## src/rtl/gcd_arbiter_if.sv

```systemverilog
`default_nettype none
// ============================================================================
//  Module      : gcd_arbiter_if
//  Description : Bus between the GCD arbiter and the single GCD slave.
//                The slave accepts a one-cycle request only while busy is low
//                and later strobes its result with valid.
//  Ports       : slv_req    - one-cycle request to the slave (arbiter drives)
//                slv_a/b    - operands, registered copies (arbiter drives)
//                slv_busy   - slave cannot accept a request (slave drives)
//                slv_valid  - result strobe (slave drives)
//                slv_result - result, qualified by slv_valid (slave drives)
//  Revision    : 1.0 - initial release
// ============================================================================
interface gcd_arbiter_if #(
  parameter int W = 4
);
  logic         slv_req;
  logic [W-1:0] slv_a;
  logic [W-1:0] slv_b;
  logic         slv_busy;
  logic         slv_valid;
  logic [W-1:0] slv_result;

  // Arbiter side
  modport master (
    output slv_req, slv_a, slv_b,
    input  slv_busy, slv_valid, slv_result
  );

  // GCD slave side
  modport slave (
    input  slv_req, slv_a, slv_b,
    output slv_busy, slv_valid, slv_result
  );
endinterface
`default_nettype wire

```

## src/rtl/gcd_arbiter.sv

```systemverilog
`default_nettype none
// ============================================================================
//  Module      : gcd_arbiter
//  Description : Shares one GCD slave between N_REQ requesters. Round-robin
//                grant, captures the winner's operands, issues one slave
//                request, waits (bounded by TIMEOUT) for the result and
//                returns it tagged with the requester id.
//  Ports       : clk_i        - clock, rising edge
//                rst_ni       - asynchronous reset, active low
//                req_i        - per-requester level request, held until ack_o
//                a_i / b_i    - packed operands, slice i = x[i*W +: W]
//                ack_o        - one-cycle pulse to the served requester
//                rsp_valid_o  - one-cycle response strobe (with ack_o)
//                rsp_id_o     - served requester id
//                rsp_data_o   - GCD result (0 on timeout)
//                rsp_err_o    - timeout flag
//                slv          - master side of the slave bus
//  Revision    : 1.0 - initial release
// ============================================================================
module gcd_arbiter #(
  parameter  int N_REQ   = 4,
  parameter  int W       = 4,
  parameter  int TIMEOUT = 64,
  localparam int IDW     = $clog2(N_REQ),
  localparam int TW      = $clog2(TIMEOUT + 1)
) (
  input  wire logic                 clk_i,
  input  wire logic                 rst_ni,
  input  wire logic [N_REQ-1:0]     req_i,
  input  wire logic [N_REQ*W-1:0]   a_i,
  input  wire logic [N_REQ*W-1:0]   b_i,
  output logic      [N_REQ-1:0]     ack_o,
  output logic                      rsp_valid_o,
  output logic      [IDW-1:0]       rsp_id_o,
  output logic      [W-1:0]         rsp_data_o,
  output logic                      rsp_err_o,
  gcd_arbiter_if.master             slv
);

  typedef enum logic [1:0] {
    ST_IDLE  = 2'd0,
    ST_ISSUE = 2'd1,
    ST_WAIT  = 2'd2,
    ST_RESP  = 2'd3
  } state_e;

  state_e         state_q, state_d;
  logic [IDW-1:0] ptr_q,   ptr_d;
  logic [IDW-1:0] id_q,    id_d;
  logic [W-1:0]   a_q,     a_d;
  logic [W-1:0]   b_q,     b_d;
  logic [W-1:0]   data_q,  data_d;
  logic           err_q,   err_d;
  logic [TW-1:0]  timer_q, timer_d;

  // --------------------------------------------------------------------------
  // Round-robin pick: first requester at or after ptr_q, wrapping mod N_REQ.
  // The sum is one bit wider than an id so the wrap works for any N_REQ.
  // --------------------------------------------------------------------------
  logic           win_found;
  logic [IDW-1:0] win_id;
  logic [IDW:0]   cand;

  always_comb begin
    win_found = 1'b0;
    win_id    = '0;
    cand      = '0;
    for (int k = 0; k < N_REQ; k++) begin
      cand = {1'b0, ptr_q} + (IDW+1)'(k);
      if (cand >= (IDW+1)'(N_REQ)) begin
        cand = cand - (IDW+1)'(N_REQ);
      end
      if (!win_found && req_i[cand[IDW-1:0]]) begin
        win_found = 1'b1;
        win_id    = cand[IDW-1:0];
      end
    end
  end

  // --------------------------------------------------------------------------
  // State register and datapath registers
  // --------------------------------------------------------------------------
  always_ff @(posedge clk_i or negedge rst_ni) begin
    if (!rst_ni) begin
      state_q <= ST_IDLE;
      ptr_q   <= '0;
      id_q    <= '0;
      a_q     <= '0;
      b_q     <= '0;
      data_q  <= '0;
      err_q   <= 1'b0;
      timer_q <= '0;
    end else begin
      state_q <= state_d;
      ptr_q   <= ptr_d;
      id_q    <= id_d;
      a_q     <= a_d;
      b_q     <= b_d;
      data_q  <= data_d;
      err_q   <= err_d;
      timer_q <= timer_d;
    end
  end

  // --------------------------------------------------------------------------
  // Next-state and output logic
  // --------------------------------------------------------------------------
  always_comb begin
    state_d     = state_q;
    ptr_d       = ptr_q;
    id_d        = id_q;
    a_d         = a_q;
    b_d         = b_q;
    data_d      = data_q;
    err_d       = err_q;
    timer_d     = timer_q;
    slv.slv_req = 1'b0;
    ack_o       = '0;
    rsp_valid_o = 1'b0;

    unique case (state_q)
      ST_IDLE: begin
        // Operands are captured here; later a_i/b_i/req_i changes are ignored.
        if (win_found) begin
          id_d    = win_id;
          a_d     = a_i[win_id*W +: W];
          b_d     = b_i[win_id*W +: W];
          state_d = ST_ISSUE;
        end
      end

      ST_ISSUE: begin
        // Waiting on a busy slave is unbounded; the timer only runs in WAIT.
        if (!slv.slv_busy) begin
          slv.slv_req = 1'b1;
          timer_d     = '0;
          state_d     = ST_WAIT;
        end
      end

      ST_WAIT: begin
        // A result arriving on the last allowed cycle still beats the timeout.
        if (slv.slv_valid) begin
          data_d  = slv.slv_result;
          err_d   = 1'b0;
          state_d = ST_RESP;
        end else if (timer_q == TW'(TIMEOUT - 1)) begin
          data_d  = '0;
          err_d   = 1'b1;
          state_d = ST_RESP;
        end else begin
          timer_d = timer_q + TW'(1);
        end
      end

      ST_RESP: begin
        rsp_valid_o = 1'b1;
        ack_o[id_q] = 1'b1;
        ptr_d       = (id_q == IDW'(N_REQ - 1)) ? '0 : id_q + IDW'(1);
        state_d     = ST_IDLE;
      end

      default: state_d = ST_IDLE;
    endcase
  end

  assign slv.slv_a  = a_q;
  assign slv.slv_b  = b_q;
  assign rsp_id_o   = id_q;
  assign rsp_data_o = data_q;
  assign rsp_err_o  = err_q;

endmodule
`default_nettype wire

```

## src/flat_wrapper.sv

```systemverilog
// flat-port wrapper written by rule: the top's interface ports become plain ports
module gcd_arbiter_flat 
#(
  parameter  int N_REQ   = 4,
  parameter  int W       = 4,
  parameter  int TIMEOUT = 64,
  localparam int IDW     = $clog2(N_REQ),
  localparam int TW      = $clog2(TIMEOUT + 1)
)
  (clk_i, rst_ni, req_i, a_i, b_i, ack_o, rsp_valid_o, rsp_id_o, rsp_data_o, rsp_err_o, slv_slv_req, slv_slv_a, slv_slv_b, slv_slv_busy, slv_slv_valid, slv_slv_result);
  gcd_arbiter_if #(.W(W)) slv_i ();
  input  wire logic clk_i;
  input  wire logic rst_ni;
  input  wire logic [N_REQ-1:0] req_i;
  input  wire logic [N_REQ*W-1:0] a_i;
  input  wire logic [N_REQ*W-1:0] b_i;
  output logic      [N_REQ-1:0] ack_o;
  output logic rsp_valid_o;
  output logic      [IDW-1:0] rsp_id_o;
  output logic      [W-1:0] rsp_data_o;
  output logic rsp_err_o;
  output wire logic [$bits(slv_i.slv_req)-1:0] slv_slv_req;
  output wire logic [$bits(slv_i.slv_a)-1:0] slv_slv_a;
  output wire logic [$bits(slv_i.slv_b)-1:0] slv_slv_b;
  input wire logic [$bits(slv_i.slv_busy)-1:0] slv_slv_busy;
  input wire logic [$bits(slv_i.slv_valid)-1:0] slv_slv_valid;
  input wire logic [$bits(slv_i.slv_result)-1:0] slv_slv_result;
  assign slv_slv_req = slv_i.slv_req;
  assign slv_slv_a = slv_i.slv_a;
  assign slv_slv_b = slv_i.slv_b;
  assign slv_i.slv_busy = slv_slv_busy;
  assign slv_i.slv_valid = slv_slv_valid;
  assign slv_i.slv_result = slv_slv_result;
  gcd_arbiter #(.N_REQ(N_REQ), .W(W), .TIMEOUT(TIMEOUT)) u_core (.clk_i(clk_i), .rst_ni(rst_ni), .req_i(req_i), .a_i(a_i), .b_i(b_i), .ack_o(ack_o), .rsp_valid_o(rsp_valid_o), .rsp_id_o(rsp_id_o), .rsp_data_o(rsp_data_o), .rsp_err_o(rsp_err_o), .slv(slv_i));
endmodule
```

## config.mk

```make
export PLATFORM = sky130hd
export DESIGN_NAME = gcd_arbiter_flat
export DESIGN_NICKNAME = d
export VERILOG_FILES = /design/src/rtl/gcd_arbiter_if.sv /design/src/rtl/gcd_arbiter.sv /design/src/flat_wrapper.sv
export SDC_FILE = /design/constraint.sdc
export NUM_CORES = 1
export LEC_CHECK = 0
export CORE_MARGIN = 3
export CORE_UTILIZATION = 46
export DETAILED_ROUTE_END_ITERATION = 12
export PLACE_DENSITY_LB_ADDON = 0.05
export SYNTH_ARGS = -nofsm -noshare
export SYNTH_HDL_FRONTEND = slang
export SYNTH_SLANG_ARGS = --single-unit
```

## constraint.sdc

```tcl
create_clock -name clk_i -period 5.34 [get_ports clk_i]
set_input_delay 0.534 -clock clk_i [delete_from_list [all_inputs] [get_ports clk_i]]
set_output_delay 0.534 -clock clk_i [all_outputs]
set_load 0.02 [all_outputs]
```

## After elaboration in Yosys (flattened, before gate mapping)

Index checks and enable logic that the tools add are counted.

- ROM bits: 0
- Bits in writable memories: 0
- Output and inout port bits: 21
- Memories kept: 0
- Logic and storage cells: 93
- Bits in latches: 0
- Input bits: 44
- Flip-flop bits (word level): 26

- Shifts and indexed selects: 2
- $lt $le $gt $ge: 10
- Div/mod/pow operators: 0
- Reduce and logical (&&, ||, !) cells: 14
- Bitwise logic cells: 0
- $mul: 0
- Equality and inequality tests: 10
- Add/subtract/negate cells: 9
- Muxes and demuxes: 40

Operators by type and width:

| cell | number |
|---|---|
| $shiftx 16x5->4 | 2 |
| $mux 2 | 13 |
| $mux 7 | 3 |
| $lt 2x3->1 const B | 5 |
| $mux 1 | 14 |
| $pmux 7 s2 | 1 |
| $mux 4 | 3 |
| $ge 3x3->1 const B | 3 |
| $bmux 1 s2 | 4 |
| $pmux 2 s4 | 1 |
| $sub 2x1->2 const B | 4 |
| $add 7x1->7 const B | 1 |
| $eq 7x6->1 const B | 1 |
| $add 2x2->3 const B | 2 |
| $eq 2x2->1 const B | 3 |
| $ne 2x2->1 const B | 3 |
| $logic_and 1x1->1 | 4 |
| $reduce_and 2->1 | 2 |
| $reduce_and 4->1 | 1 |
| $reduce_bool 2->1 | 2 |
| $add 2x1->3 const B | 1 |
| $ge 2x3->1 const B | 1 |
| $logic_not 1->1 | 3 |
| $ne 3x2->1 const B | 1 |
| other kinds (7) | 7 |

## Logic depth before layout (Yosys ltp)

Gate-level depths: netlist of run 1.

- Word-level depth: 16
- Mapped depth: 7

## Least setup slack after synthesis of run 1

Ideal clock, no wire load.

- Kind: reg2reg
- Start point: register u_core.timer_q[0]
- End point: register u_core.state_q[1]
- Stages on the path, launching flop included: 7
- Setup slack: 3.568 ns
- Setup time: 0.125 ns
- Data arrival time: 1.647 ns
- Clock period less this slack: 1.772 ns
- Path through: dfrtp_1 ha_1 nand3_4 o31ai_4 inv_1 a21oi_1 mux2_2

- Word-level cells in the longest chain between the ends: 3

RTL lines:

| what | RTL line | text |
|---|---|---|
| start: declaration | gcd_arbiter.sv:54 | `logic [TW-1:0] timer_q, timer_d;` |
| start signal: assignment | gcd_arbiter.sv:101 | `timer_q <= timer_d;` |
| $eq 7x6->1 | gcd_arbiter.sv:147 | `end else if (timer_q == TW'(TIMEOUT - 1)) begin` |
| $ne 3x2->1 (no source line) | -- |  |
| $reduce_and 3->1 (no source line) | -- |  |
| end signal: assignment | gcd_arbiter.sv:94 | `state_q <= state_d;` |
| end: declaration | gcd_arbiter.sv:47 | `state_e state_q, state_d;` |

Every way passes these cells.
A chain may end at the register's enable or synchronous reset.

## Worst setup path after layout of run 1

- Start point: register u_core.state_q[1]
- End point: output slv_slv_req

- Word-level cells in the longest chain between the ends: 2

RTL lines:

| what | RTL line | text |
|---|---|---|
| $eq 2x1->1 | gcd_arbiter.sv:121 | `unique case (state_q)` |
| $mux 1 | gcd_arbiter.sv:121 |  |
| end: declaration | flat_wrapper.sv:22 | `output wire logic [$bits(slv_i.slv_req)-1:0] slv_slv_req;` |

Every way passes these cells.

==> impl_results.md, run 1 <==
* Via count at between 1k and 1.5k
* Antenna cells at 0
* P per Cell Area at 461.2 nW/um2
* Dominant synthesized flop cell: dfrtp_1
* Req. time, crit path at 4810 ps
* Rel. slew slack at a little over a fifth
* Cell chain of the critical path: inv_1 > ha_1 > inv_1 > nor2_1 > clkdlybuf4s50_1
* Number of nets with antenna violations after routing at 0
* Total power at 1.057 mW
* Ys async rst share at 100.0%
* Clock Skews at 6.221 ps
* Max-cap violation count at 0
* CTS Sinks at 26
* Area leader, netlist: dfrtp_1
* Leak at around 1.0 nW
* I/O Pins at 65
* Total die area at 4198 um2
* Crit path top cell by count: inv_1
* TritonCTS clock tree: built
* CP endpoint kind: primary output
* Starting Density at ~50%
* Setup violators final at 0
* Yosys Warn Count at 0
* Minimum clock period at between 2000 and 2500 ps
* Worst VDD drop at 0.0002513 V
* Final Hold Viols at 0
* Worst-path clk slew at 150 ps
* Iteration-0 DRC Markers at 40
* # rows at 20
* Fin Setup TNS at 0 ps
* Largest net degree at the start of global routing at 27
* Root buffer cell: clkbuf_4
* H-tree depth at 1
* Area Overhead vs Synth at 44.14%
* Worst min path class: reg2reg
* CORE AREA at 3178 um2
* Worst Path Arrival at 1880 ps
* Kind of critical path: reg2out
* Vert. Die Dim at approximately 65 um
* RD Place Congestion at 0.7881
* Post-synth EDFFs at 0
* Top Family by Delay on Critical Path: buffers and inverters
* Sequential area share after synthesis at 40.91%
* I/O Buffers at 64
* Max Freq at between 400 and 500 MHz
* Share of the synthesized area in the top cell type at 40.91%
* Vias in the first global route at 1361
* Critical-path top delay cell: clkdlybuf4s50_1
* Worst setup SP type: register
* Post-CTS Resized at 0
* Wire length per cell at 15.04 um
* Crit-path max FO at 4
* Final WS setup at 2927 ps
* Least-Margin Pin Slew at approximately 1200 ps
* Setup bufs post-CTS at 0
* Post-Syn Instances at 153
* Uppermost routed layer: met4
* Tcrit/Tclk final at 45.19%
* Syn nets at 207
* Wire length on met2 at 1.989 mm
* Worst path max stage delay at 610 ps
* Drt drc at 0
* CP bufs+invs at 3
* Die X at around 65 um
* WL final at 3.896 mm
* Final Max Tran Viols at 0
* Vias/cell at 5.359
* Final HPWL DP at 3.088 mm
* Pre-CTS setup slack at between 2000 and 3000 ps
* RSZ-0062 raised after global routing: false
* Post-Route Utilization at 72.13%
* Mapped Area at 1590 um2
* Most frequent cell after synthesis: dfrtp_1
* Synthesized flop and latch total at 26
* First-pass GRT wire length at 6.341 mm
* Worst skew pair latency at 320 ps
* Met3 Wirelength at around 180 um
* Final #Nets at 270
* M1 WL at between 1.5 and 2 mm
* DR pass1 iterations at 4
* Grt ovf at 0
* Outcome: finished, final reports clean
* Netlist cell types at 35
* Post-CTS Hold Buffers at 0
* Clock tree buffer depth at 2
* Syn_area_per_cell at 10.39 um2
* Post-synth top cells: dfrtp_1, nand2_1, mux2i_1
* Ranking of synthesized cells by area: dfrtp_1, mux2i_1, ha_1, nand2_1, o221ai_1
* Initial antenna violation count at 0
* Fraction of layout cells with a size suffix above 1 at about 7.0%
* CTS buffer count at 3
* All-layer global routing usage at 18.93%
-- stage by stage --
stage               hold WS [ps]  std cells  area (um2)
floorplan                  238.4        153        1590
global placement           470.8        255        2256
detailed placement         476.4        255        2256
CTS                        510.4        259        2292
global route               529.6        259        2292
finish                     510.9        259        2292
-- sequential cells by signal, summed over array words and instances (netlist names) --
signal             count
u_core.slv.slv_a       4
u_core.rsp_id_o        2
u_core.timer_q         7
u_core.rsp_data_o      4
u_core.ptr_q           2
u_core.slv.slv_b       4
u_core.rsp_err_o       1
u_core.state_q         2
-- report_power, final --
group | total (mW) | switching [mW] | internal, mW
sequential | 0.344 | 0.0686 | 0.275
clock | 0.102 | 0.0604 | 0.0416
combinational | 0.611 | 0.309 | 0.303
total | 1.06 | 0.438 | 0.619
-- placed cells by master, fill, tap and decap left out, types with 2 or more instances in the layout --
| cell type | instances |
|---|---|
| nand4_1 | 2 |
| nor2_1 | 6 |
| clkbuf_4 | 3 |
| mux2_2 | 4 |
| and2_1 | 5 |
| clkdlybuf4s50_1 | 64 |
| nor3_1 | 3 |
| xnor2_1 | 2 |
| o21ai_0 | 5 |
| o221ai_1 | 8 |
| mux2i_1 | 17 |
| a32o_1 | 4 |
| nand2_1 | 19 |
| ha_1 | 10 |
| inv_1 | 7 |
| nand2b_1 | 4 |
| a21oi_1 | 5 |
| dfrtp_1 | 26 |
| a22o_1 | 4 |
| nor4_1 | 2 |
-- worst register-to-register path, stage by stage, from the launching register on --
cell	delay, ps
dfrtp_1	430
ha_1	260
nand3_4	130
o31ai_4	440
inv_1	80
a21oi_1	220
mux2_2	360
-- layer usage --
metal	vias up	GRT usage [%]
met5	-	0
met4	0	6.069
met3	8	2.253
met2	43	32.95
met1	655	24.29
li1	682	-
-- final timing paths --
path	cells after the start	to	startpoint	slack [ps]
setup reg to reg	6	u_core.state_q[1]	u_core.timer_q[0]	3340
setup / recovery	5	slv_slv_req	u_core.state_q[1]	2930
hold reg to reg	2	u_core.slv.slv_b[1]	u_core.slv.slv_b[1]	510
max in group asynchronous	1	u_core.rsp_id_o[0]	rst_ni	3830
hold / removal	2	u_core.slv.slv_b[1]	u_core.slv.slv_b[1]	510
min in group asynchronous	1	u_core.rsp_id_o[1]	rst_ni	820
-- layout make-up --
| type | instances | area [um2] |
|---|---|---|
| Tap cell | 44 | 55.05 |
| Clock buffer | 4 | 36.28 |
| Fill cell | 256 | 885.9 |
| Sequential cell | 26 | 650.6 |
| Timing Repair Buffer | 64 | 640.6 |
| Inverter | 7 | 26.28 |
| Multi-Input combinational cell | 114 | 883.3 |
-- kinds of logic after synthesis --
logic type	Yosys count	synth area share, %
AO/OA/AOI/OAI	35	18.33
XOR/XNOR	2	1.102
adder cells (fa/ha/maj)	10	7.868
buffers and inverters	13	3.540
flip-flops	26	40.91
multiplexers	21	13.53
AND/OR/NAND/NOR	46	14.71
Power figures use the tool's default switching activity.
==> run 2: changes to the inputs <==
CORE_UTILIZATION = 39   (was 46)
clock period = 2 ns   (was 5.34 ns; I/O delays follow)
==> run 2 against run 1 <==
Sequential share of layout area decreased by 0.93 points. Clock power increased to 3.3 times the previous value. Global-route usage decreased by 1.9 points. Clock-buffer cell count unchanged. First-iteration DRC count increased by 10%. Sequential cell count unchanged. Total power increased to 2.8 times the previous value. Register-to-register slack got worse by 3200 ps.
==> impl_results.md, run 2 (synthesis gave the netlist of run 1 again) <==
* Worst Path Arrival at 1710 ps (was 1880 ps)
* Vias/cell at 5.241 (was 5.359)
* Total power at 2.935 mW (was 1.057 mW)
* # rows at 22 (was 20)
* CORE AREA at 3799 um2 (was 3178 um2)
* Clock Skews at 5.938 ps (was 6.221 ps)
* Minimum clock period at 1913 ps
* Wire length per cell at 15.16 um (was 15.04 um)
* Placed instance count at 266 (was 255)
* Die X at 69.86 um (was 64.80 um)
* Iteration-0 DRC Markers at 44 (was 40)
* Via count at 1415 (was 1388)
* Starting Density at 41.86% (was 50.04%)
* Rel. slew slack at 67.84% (was 21.57%)
* Largest net degree at the start of global routing at 27 (unchanged)
* All-layer global routing usage at 17.03% (was 18.93%)
* Fin Setup TNS at 0 ps (unchanged)
* Final Max Tran Viols at 0 (unchanged)
* Grt ovf at 0 (unchanged)
* Worst setup SP type: register (unchanged)
* DR pass1 iterations at 4 (unchanged)
* Total die area at 4880 um2 (was 4198 um2)
* Clock tree buffer depth at 2 (unchanged)
* Req. time, crit path at 1800 ps (was 4810 ps)
* WL final at 4.092 mm (was 3.896 mm)
* Register with the most flip-flops: u_core.timer_q (unchanged)
* Fraction of layout cells with a size suffix above 1 at 10.36% (was 6.977%)
* Commonest non-fill, non-tap cells in the layout: clkdlybuf4s50_1, dfrtp_1, nand2_1, mux2i_1, ha_1 (unchanged)
* Worst VDD drop at 0.0006166 V (was 0.0002513 V)
* Max reg flops at 7 (unchanged)
* Max-cap violation count at 0 (unchanged)
* CTS buffer count at 3 (unchanged)
* First-pass GRT wire length at 6.913 mm (was 6.341 mm)
* Area Overhead vs Synth at 49.02% (was 44.14%)
* Outcome: finished, final reports clean (unchanged)
* Initial antenna violation count at 0 (unchanged)
* Max Freq at 522.7 MHz
* Setup bufs post-CTS at 0 (unchanged)
* Number of nets with antenna violations after routing at 0 (unchanged)
* Hold_ws at 299.5 ps (was 510.9 ps)
* Setup violators final at 0 (unchanged)
* Crit-path max FO at 7 (was 4)
* Final #Nets at 277 (was 270)
* Vert. Die Dim at 69.86 um (was 64.80 um)
* Worst-path clk slew at 90 ps (was 150 ps)
* CTS Sinks at 26 (unchanged)
* Root buffer cell: clkbuf_8 (was clkbuf_4)
* Post-Layout Cell Count at 270 (was 259)
* Final HPWL DP at 3.190 mm (was 3.088 mm)
* H-tree depth at 1 (unchanged)
* Final Hold Viols at 0 (unchanged)
* TritonCTS clock tree: built (unchanged)
* Tcrit/Tclk final at 95.66%
* Worst skew pair latency at 270 ps (was 320 ps)
* Worst min path class: in2async (was reg2reg)
* Layout fillers at 318 (was 256)
* CP endpoint kind: primary output (unchanged)
* Vias in the first global route at 1483 (was 1361)
* RSZ-0062 raised after global routing: false (unchanged)
* Least-Margin Pin Slew at 480.7 ps (was 1173 ps)
* Leak at 1.043 nW (was 1.000 nW)
* Post-Route Utilization at 62.38% (was 72.13%)
* Kind of critical path: reg2out (unchanged)
* I/O Pins at 65 (unchanged)
* RD Place Congestion at 0.8015 (was 0.7881)
* I/O Buffers at 64 (unchanged)
* Antenna cells at 0 (unchanged)
* Commonest non-fill, non-tap cell in the layout: clkdlybuf4s50_1 (unchanged)
* P per Cell Area at 1238 nW/um2 (was 461.2 nW/um2)
* Drt drc at 0 (unchanged)
-- run 2: final timing paths --
path | end | slack, ps | from | cells after the start
setup / recovery | ack_o[2] | 90 | u_core.state_q[1] | 3
hold / removal | u_core.ptr_q[0] | 300 | rst_ni | 2
setup reg to reg | u_core.state_q[1] | 160 | u_core.timer_q[1] | 6
hold reg to reg | u_core.slv.slv_b[0] | 500 | u_core.slv.slv_b[0] | 2
max in group asynchronous | u_core.slv.slv_b[3] | 1440 | rst_ni | 2
min in group clk_i | u_core.slv.slv_b[0] | 500 | u_core.slv.slv_b[0] | 2
-- run 2: repair_timing --
action	4_1_cts	5_1_grt
resized for setup	1	1
endpoints found under the setup margin	1	5
pin swaps	0	1
hold buffers	0	0
-- run 2: routing by layer --
layer | vias up | wire length (um) | GRT usage [%] | part of all wire [%]
met2 | 32 | 2084 | 30.75 | 51
met5 | - | 0 | 0 | 0
met3 | 4 | 216 | 4.029 | 5.3
li1 | 699 | - | - | -
met4 | 0 | 46 | 4.043 | 1.1
met1 | 680 | 1745 | 20.29 | 43
-- run 2: stage by stage --
step           setup WS (ps)  cell area, um2
2_1_floorplan          228.1            1590
6_report               86.73            2370
4_1_cts                43.62            2367
3_5_place_dp          -7.403            2313
5_1_grt                11.02            2370
3_3_place_gp           69.65            2313
-- run 2: report_power, final --
group	total (mW)	switching, mW	leakage [nW]	internal (mW)
clock	0.341	0.165	0.0288	0.176
combinational	1.67	0.828	0.684	0.842
sequential	0.924	0.187	0.331	0.736
-- run 2: final cells by class --
cell class | instances | area (um2) | area share, %
clock buffers | 4 | 55.05 | 2.323
multi-input cells | 114 | 885.9 | 37.38
well taps | 48 | 60.06 | 2.534
inverters | 7 | 26.28 | 1.109
repair buffers | 71 | 691.9 | 29.20
flip-flops and latches | 26 | 650.6 | 27.46
-- run 2: critical path, stage by stage (launching register included) --
cell	delay (ps)
dfrtp_1	430
ha_2	270
and2_1	150
clkdlybuf4s50_1	600
